<file path="src/rtl/if_stage.sv">
// Instruction-fetch stage: PC register, imem request handshake, skid buffer
// for words returned under a stall, and the IF/ID pipeline register.
module if_stage #(
  parameter logic [31:0] PC_RESET  = 32'h0000_0000,
  parameter logic [31:0] NOP_INSTR = 32'h0000_0013
) (
  input  logic        clk_i,
  input  logic        rst_i,
  input  logic        PCWrite_i,
  input  logic        Stall_i,
  input  logic        Flush_i,
  input  logic [31:0] BranchTarget_i,
  output logic        imem_req_o,
  output logic [31:0] imem_addr_o,
  input  logic        imem_ready_i,
  input  logic [31:0] imem_rdata_i,
  output logic [31:0] IF_ID_PC_o,
  output logic [31:0] IF_ID_Instr_o,
  output logic        IF_ID_Valid_o,
  output logic [31:0] PC_o
);

  localparam logic [1:0] S_FETCH = 2'd0;
  localparam logic [1:0] S_HOLD  = 2'd1;
  localparam logic [1:0] S_DRAIN = 2'd2;

  logic [1:0]  r_state;
  logic [31:0] r_pc;
  logic [31:0] r_buf;
  logic [31:0] r_drain_addr;
  logic [31:0] r_ifid_pc;
  logic [31:0] r_ifid_instr;
  logic        r_ifid_valid;
  logic        w_hold;

  assign w_hold = Stall_i | ~PCWrite_i;

  // A squashed request keeps its address on the bus until memory completes it.
  assign imem_req_o  = ((r_state == S_FETCH) || (r_state == S_DRAIN)) & ~rst_i;
  assign imem_addr_o = (r_state == S_DRAIN) ? r_drain_addr : r_pc;

  assign IF_ID_PC_o    = r_ifid_pc;
  assign IF_ID_Instr_o = r_ifid_instr;
  assign IF_ID_Valid_o = r_ifid_valid;
  assign PC_o          = r_pc;

  // IF -> ID boundary
  always_ff @(posedge clk_i) begin
    if (rst_i) begin
      r_state      <= S_FETCH;
      r_pc         <= PC_RESET;
      r_buf        <= NOP_INSTR;
      r_ifid_pc    <= 32'd0;
      r_ifid_instr <= NOP_INSTR;
      r_ifid_valid <= 1'b0;
    end else if (Flush_i) begin
      r_pc         <= BranchTarget_i;
      r_buf        <= NOP_INSTR;
      r_ifid_pc    <= 32'd0;
      r_ifid_instr <= NOP_INSTR;
      r_ifid_valid <= 1'b0;
      if (r_state == S_FETCH && !imem_ready_i) begin
        r_drain_addr <= r_pc;
        r_state      <= S_DRAIN;
      end else if (r_state == S_DRAIN && !imem_ready_i) begin
        r_state <= S_DRAIN;
      end else begin
        r_state <= S_FETCH;
      end
    end else begin
      case (r_state)
        S_FETCH: begin
          if (imem_ready_i) begin
            if (w_hold) begin
              r_buf   <= imem_rdata_i;
              r_state <= S_HOLD;
            end else begin
              r_ifid_pc    <= r_pc;
              r_ifid_instr <= imem_rdata_i;
              r_ifid_valid <= 1'b1;
              r_pc         <= r_pc + 32'd4;
            end
          end else if (!w_hold) begin
            r_ifid_instr <= NOP_INSTR;
            r_ifid_valid <= 1'b0;
          end
        end
        S_HOLD: begin
          if (!w_hold) begin
            r_ifid_pc    <= r_pc;
            r_ifid_instr <= r_buf;
            r_ifid_valid <= 1'b1;
            r_pc         <= r_pc + 32'd4;
            r_state      <= S_FETCH;
          end
        end
        S_DRAIN: begin
          if (imem_ready_i) r_state <= S_FETCH;
        end
        default: r_state <= S_FETCH;
      endcase
    end
  end

endmodule

</file>
<file path="config.mk">
export PLATFORM = sky130hd
export DESIGN_NAME = if_stage
export DESIGN_NICKNAME = d
export VERILOG_FILES = /design/src/rtl/if_stage.sv
export SDC_FILE = /design/constraint.sdc
export NUM_CORES = 1
export LEC_CHECK = 0
export CAP_MARGIN = 20
export CORE_UTILIZATION = 48
export DETAILED_ROUTE_END_ITERATION = 6
export GPL_TIMING_DRIVEN = 0
export PLACE_DENSITY_LB_ADDON = 0.08
export SKIP_CTS_REPAIR_TIMING = 1
export SLEW_MARGIN = 5
export SYNTH_ARGS = -nofsm -noshare
export SYNTH_HDL_FRONTEND = slang
export SYNTH_SLANG_ARGS = --single-unit
</file>
<file path="constraint.sdc">
create_clock -name clk_i -period 3.5 [get_ports clk_i]
set_input_delay 0.875 -clock clk_i [delete_from_list [all_inputs] [get_ports clk_i]]
set_output_delay 0.875 -clock clk_i [all_outputs]
set_load 0.01 [all_outputs]
</file>
==> flow_summary.json, run 1 <==
{
  "outcome": "finished, final reports clean",
  "worstMarginPinSlew_ns": 1.01,
  "clkSinkCount": 163,
  "wl_met3_um": 1880,
  "viasPerCell": 5.56,
  "dr.pass1.iters": 5,
  "synth_top_area_frac": 0.368,
  "min-delay-start": "IF_ID_PC_o[19]",
  "finalCritPeriodShare": 0.969,
  "p_per_area_nw_per_um2": 454,
  "place_hpwl_um": 14900,
  "syn_area_um2": 7120,
  "root_buffer": "clkbuf_16",
  "synth.ff_latch_count": 163,
  "cap_violations": 0,
  "core_um2": 14500,
  "grt_pass1_vias": 6313,
  "die_w_um": 124,
  "period_needed_ns": 3.39,
  "top_layer": "met4",
  "routabilityCongestion": 0.857,
  "whs_path_depth": 2,
  "p_total_mw": 4.54,
  "wl_met1_um": 8780,
  "final_layout_size_suffix_gt1_frac": 0.0679,
  "slew_headroom": 0.319,
  "final_cell_mix": "clkdlybuf4s50_1, nand2_1, dfxtp_1",
  "synth_fp_nets": 901,
  "dr_wl_met2_um": 10200,
  "dpl_worst_slack_ns": -0.108,
  "synth_area_leaders": "dfxtp_1, edfxtp_1, nand2_1",
  "num_vias": 6913,
  "hold_ws_ns": 0.454,
  "clkTransAtPathRegs_ns": 0.06,
  "r2r_slack_ns": 0.78,
  "insertion_delay_ns": 0.43,
  "grt_pass1_wl_um": 32600,
  "timing_max_transition_violations_final": 0,
  "dieArea_um2": 15300,
  "portBuffers": 198,
  "worstHoldPathType": "reg2reg",
  "ys_seq_area_frac": 0.503,
  "timing.rr.start": "r_state[0]",
  "min_to": "IF_ID_PC_o[19]",
  "htreeDepth": 4,
  "grtUsageTotal": 0.281,
  "nNetsFinal": 1118,
  "cts-buffers-inserted": 17,
  "power.leakage_nw": 3.33,
  "grt_max_degree": 26,
  "initial_core_util": 0.492,
  "cp-end-kind": "output pin",
  "rsz0062_at_grt": "no",
  "yosysTopAreaCell": "dfxtp_1",
  "fin_cells": 1244,
  "hold_viol_final": 0,
  "fmax_mhz": 295,
  "pin_count": 200,
  "cp_max_fo": 10,
  "antenna_found_initial": 0,
  "ir_worst_vdd_uv": 355,
  "fp.dieH_um": 124,
  "cts_buffer_depth": 2,
  "dp.cells": 1213,
  "routed_wl_um": 21200,
  "drt_iter0_drc": 485,
  "netlist_instances": 830,
  "setup_viol": 0,
  "areaGrowthSynthToFinish_pct": 40.3,
  "worstSetupPathType": "reg2out",
  "drtAntennaViolNets": 0,
  "finalClockSkew_ns": 0.00673,
  "ys_warn_count": 0,
  "syn_avg_cell_area_um2": 8.58,
  "r2r-end": "IF_ID_PC_o[21]",
  "cts_tree": "yes",
  "antenna_cells": 0,
  "synth_edf_count": 32,
  "num_rows": 44,
  "required_ns": 2.62,
  "ys.flop_type": "dfxtp_1",
  "synth_cell_types": 48,
  "layout_commonest_cell": "clkdlybuf4s50_1",
  "async_reset_ff_frac": 0,
  "cp.arrival_ns": 2.52,
  "reg2reg_depth": 8,
  "fin_ws_ns": 0.108,
  "globalRouteOverflowTotal": 0,
  "drc": 0,
  "wl_per_cell_um": 17.1,
  "startpoint_type": "flop"
}
==> registers in the layout (all words and copies together), names as in the netlist <==
register,count
r_drain_addr,32
IF_ID_Valid_o,1
IF_ID_PC_o,32
r_buf,32
IF_ID_Instr_o,32
PC_o,32
r_state,2
==> power by group <==
part / switching (mW) / internal (mW)
clock network: 0.745 / 1.17
registers: 0.0711 / 1.98
logic: 0.294 / 0.286
==> kinds of logic after synthesis <==
group           synth area share
xor+xnor                 0.00984
mux                       0.0439
flops                      0.503
compound gates             0.167
fa+ha+maj                0.00176
buf+inv                   0.0566
simple gates               0.218
==> area by class of cell <==
type | instances | area [µm²]
buffer | 68 | 267
clock buffer | 27 | 557
clock inverter | 5 | 56.3
fill | 1234 | 4490
inverter | 38 | 143
multi-input combinational | 560 | 3150
sequential | 163 | 3580
tap | 184 | 230
timing repair buffer | 199 | 2000
==> metrics by stage <==
step / TNS [ns] / cell area (µm²) / util
floorplan: 0 / 7120 / -
global placement: -45.09 / 9330 / 0.645
detailed placement: -1.82 / 9360 / 0.646
CTS: -6.59 / 9970 / 0.689
global route: 0 / 9990 / 0.690
finish: 0 / 9990 / 0.690
==> worst max-delay path: stages (launching register included) <==
cell and delay [ns]:
dfxtp_1 0.30, clkbuf_1 0.32, nor2b_4 0.10, clkbuf_4 0.22
clkbuf_2 0.22, o21ai_0 0.33, clkdlybuf4s50_1 0.60
==> worst max-delay path by stage <==
stage | slack [ns] | end | startpoint
floorplan | 0.26 | r_drain_addr[0] | Flush_i
global placement | -1.35 | r_drain_addr[15] | Flush_i
detailed placement | -0.11 | imem_req_o | rst_i
CTS | -0.56 | imem_addr_o[28] | r_state[1]
global route | 0.003 | imem_addr_o[30] | r_state[0]
finish | 0.11 | imem_addr_o[30] | r_state[0]
==> per-layer routing <==
| metal | global-route usage | vias up |
|---|---|---|
| li1 | - | 3360 |
| met1 | 0.338 | 3236 |
| met2 | 0.475 | 278 |
| met3 | 0.0778 | 39 |
| met4 | 0.111 | 0 |
| met5 | 0 | - |
==> cell usage after synthesis (6+ instances only) <==
master / number
a211oi_1: 7
a21oi_1: 94
a221oi_1: 30
a311oi_1: 12
buf_1: 9
clkbuf_1: 59
dfxtp_1: 131
edfxtp_1: 32
inv_1: 38
mux2_2: 26
nand2_1: 179
nand3_1: 17
nand4_1: 11
nor2_1: 63
nor3_1: 9
nor4_1: 10
o21ai_0: 8
o31ai_1: 10
or2_2: 6
or4_1: 15
xnor2_1: 7
Power figures use the tool's default switching activity.
==> run 2: changes to the inputs <==
--- a/config.mk
+++ b/config.mk
@@ -6,9 +6,8 @@
 export NUM_CORES = 1
 export LEC_CHECK = 0
 export CAP_MARGIN = 20
-export CORE_UTILIZATION = 48
+export CORE_UTILIZATION = 45
 export DETAILED_ROUTE_END_ITERATION = 6
-export GPL_TIMING_DRIVEN = 0
 export PLACE_DENSITY_LB_ADDON = 0.08
 export SKIP_CTS_REPAIR_TIMING = 1
 export SLEW_MARGIN = 5
==> run 2 against run 1 <==
Effect of this change:
- cell area shrank 0.39%
- utilization decreased by 4.0 points
- final cell count decreased by 1.2%
- largest power group unchanged
- register-to-register slack improved by 0.27 ns
- flip-flop and latch count stayed put
- via count fell by 4.4%
- worst setup slack better by 0.24 ns
- total power down 1.8%
- die area increased by 6.6%
- global-route usage down 2.9 points
- sequential share of layout area grew 0.14 points
- sequential power is essentially flat
==> flow_summary.json, run 2 (synthesis gave the netlist of run 1 again) <==
{
  "outcome": "finished, final reports clean",
  "setup_viol": 0,
  "timing_max_transition_violations_final": 0,
  "cts-buffers-inserted": 17,
  "cap_violations": 0,
  "grt_max_degree": 85,
  "cp.arrival_ns": 2.28,
  "hold_ws_ns": 0.453,
  "period_needed_ns": 3.15,
  "routed_wl_um": 20200,
  "p_total_mw": 4.46,
  "ir_worst_vdd_uv": 319,
  "worstSetupPathType": "in2out",
  "dr.pass1.iters": 4,
  "worstMarginPinSlew_ns": 0.918,
  "regArea_um2": 3580,
  "layout_commonest_cell": "clkdlybuf4s50_1",
  "power.leakage_nw": 3.35,
  "final_layout_size_suffix_gt1_frac": 0.0944,
  "drt_iter0_drc": 466,
  "drtAntennaViolNets": 0,
  "htreeDepth": 4,
  "num_rows": 45,
  "fp.dieH_um": 128,
  "pin_count": 200,
  "nNetsFinal": 1075,
  "multi_input_area_um2": 3160,
  "antenna_found_initial": 1,
  "slew_headroom": 0.388,
  "clkSinkCount": 163,
  "fmax_mhz": 317,
  "place_hpwl_um": 13400,
  "die_w_um": 128,
  "grtUsageTotal": 0.253,
  "tns_ns": 0,
  "worstHoldPathType": "reg2reg",
  "dieArea_um2": 16300,
  "grt_pass1_wl_um": 32400,
  "num_vias": 6610,
  "startpoint_type": "primary input",
  "globalRouteOverflowTotal": 0,
  "initial_core_util": 0.465,
  "core_um2": 15300,
  "required_ns": 2.62,
  "finalClockSkew_ns": 0.00967,
  "p_per_area_nw_per_um2": 448,
  "viasPerCell": 5.38,
  "cp_max_fo": 5,
  "areaGrowthSynthToFinish_pct": 39.7,
  "drc": 0,
  "insertion_delay_ns": 0.42,
  "rsz0062_at_grt": "no",
  "hold_viol_final": 0,
  "final_cell_mix": "clkdlybuf4s50_1, nand2_1, dfxtp_1",
  "clkTransAtPathRegs_ns": 0.06,
  "cp-end-kind": "output pin",
  "portBuffers": 199,
  "nFillCells": 1325,
  "cts_buffer_depth": 2,
  "root_buffer": "clkbuf_16",
  "grt_pass1_vias": 6186,
  "wl_per_cell_um": 16.5,
  "routabilityCongestion": 0.850,
  "finalCritPeriodShare": 0.901,
  "cts_tree": "yes"
}
==> run 2: cell types whose count changed in the layout (fill, tap and decap cells not counted), sizes merged, moves of 2 or more <==
cell    before  now
clkbuf      86   21
buf         10   25
inv         40   42
clkinv       2    5
==> run 2: final timing paths <==
check,startpoint,slack (ns),endpoint,cells after the start
worst min-delay path,IF_ID_PC_o[11],0.45,IF_ID_PC_o[11],2
worst max-delay path,rst_i,0.35,imem_req_o,3
worst max register to register,r_state[0],1.05,PC_o[16],5
worst min register to register,IF_ID_PC_o[11],0.45,IF_ID_PC_o[11],2
==> run 2: power breakdown <==
group	internal, mW	switching [mW]
Clock	1.08	0.755
Combinational	0.290	0.276
Sequential	1.98	0.0764
Total	3.35	1.11
==> run 2: critical path, cell delays in order <==
cell and delay [ns]:
clkdlybuf4s50_1 0.53, nor2_1 0.28, clkdlybuf4s50_1 0.59
==> run 2: per-layer routing <==
metal / vias up / global-route usage / part of all wire
met3: 23 / 0.0614 / 0.066
met1: 3098 / 0.318 / 0.44
li1: 3282 / - / -
met4: 0 / 0.0934 / 0.018
met5: - / 0 / 0
met2: 207 / 0.421 / 0.48
==> run 2: cell type report <==
| cell class | instances | area share |
|---|---|---|
| flip-flops and latches | 163 | 0.360 |
| diodes | 1 | 0.000252 |
| multi-input cells | 560 | 0.318 |
| clock inverters | 11 | 0.00968 |
| well taps | 211 | 0.0265 |
| repair buffers | 224 | 0.222 |
| clock buffers | 21 | 0.0496 |
| inverters | 38 | 0.0143 |
==> run 2: through the flow <==
stage	setup WS, ns	cell area, µm²	utilization	cells
floorplan	0.263	7120	-	830
global placement	0.276	9360	0.611	1196
detailed placement	0.209	9360	0.611	1196
CTS	0.366	9950	0.649	1228
global route	0.290	9950	0.650	1229
finish	0.348	9950	0.650	1229
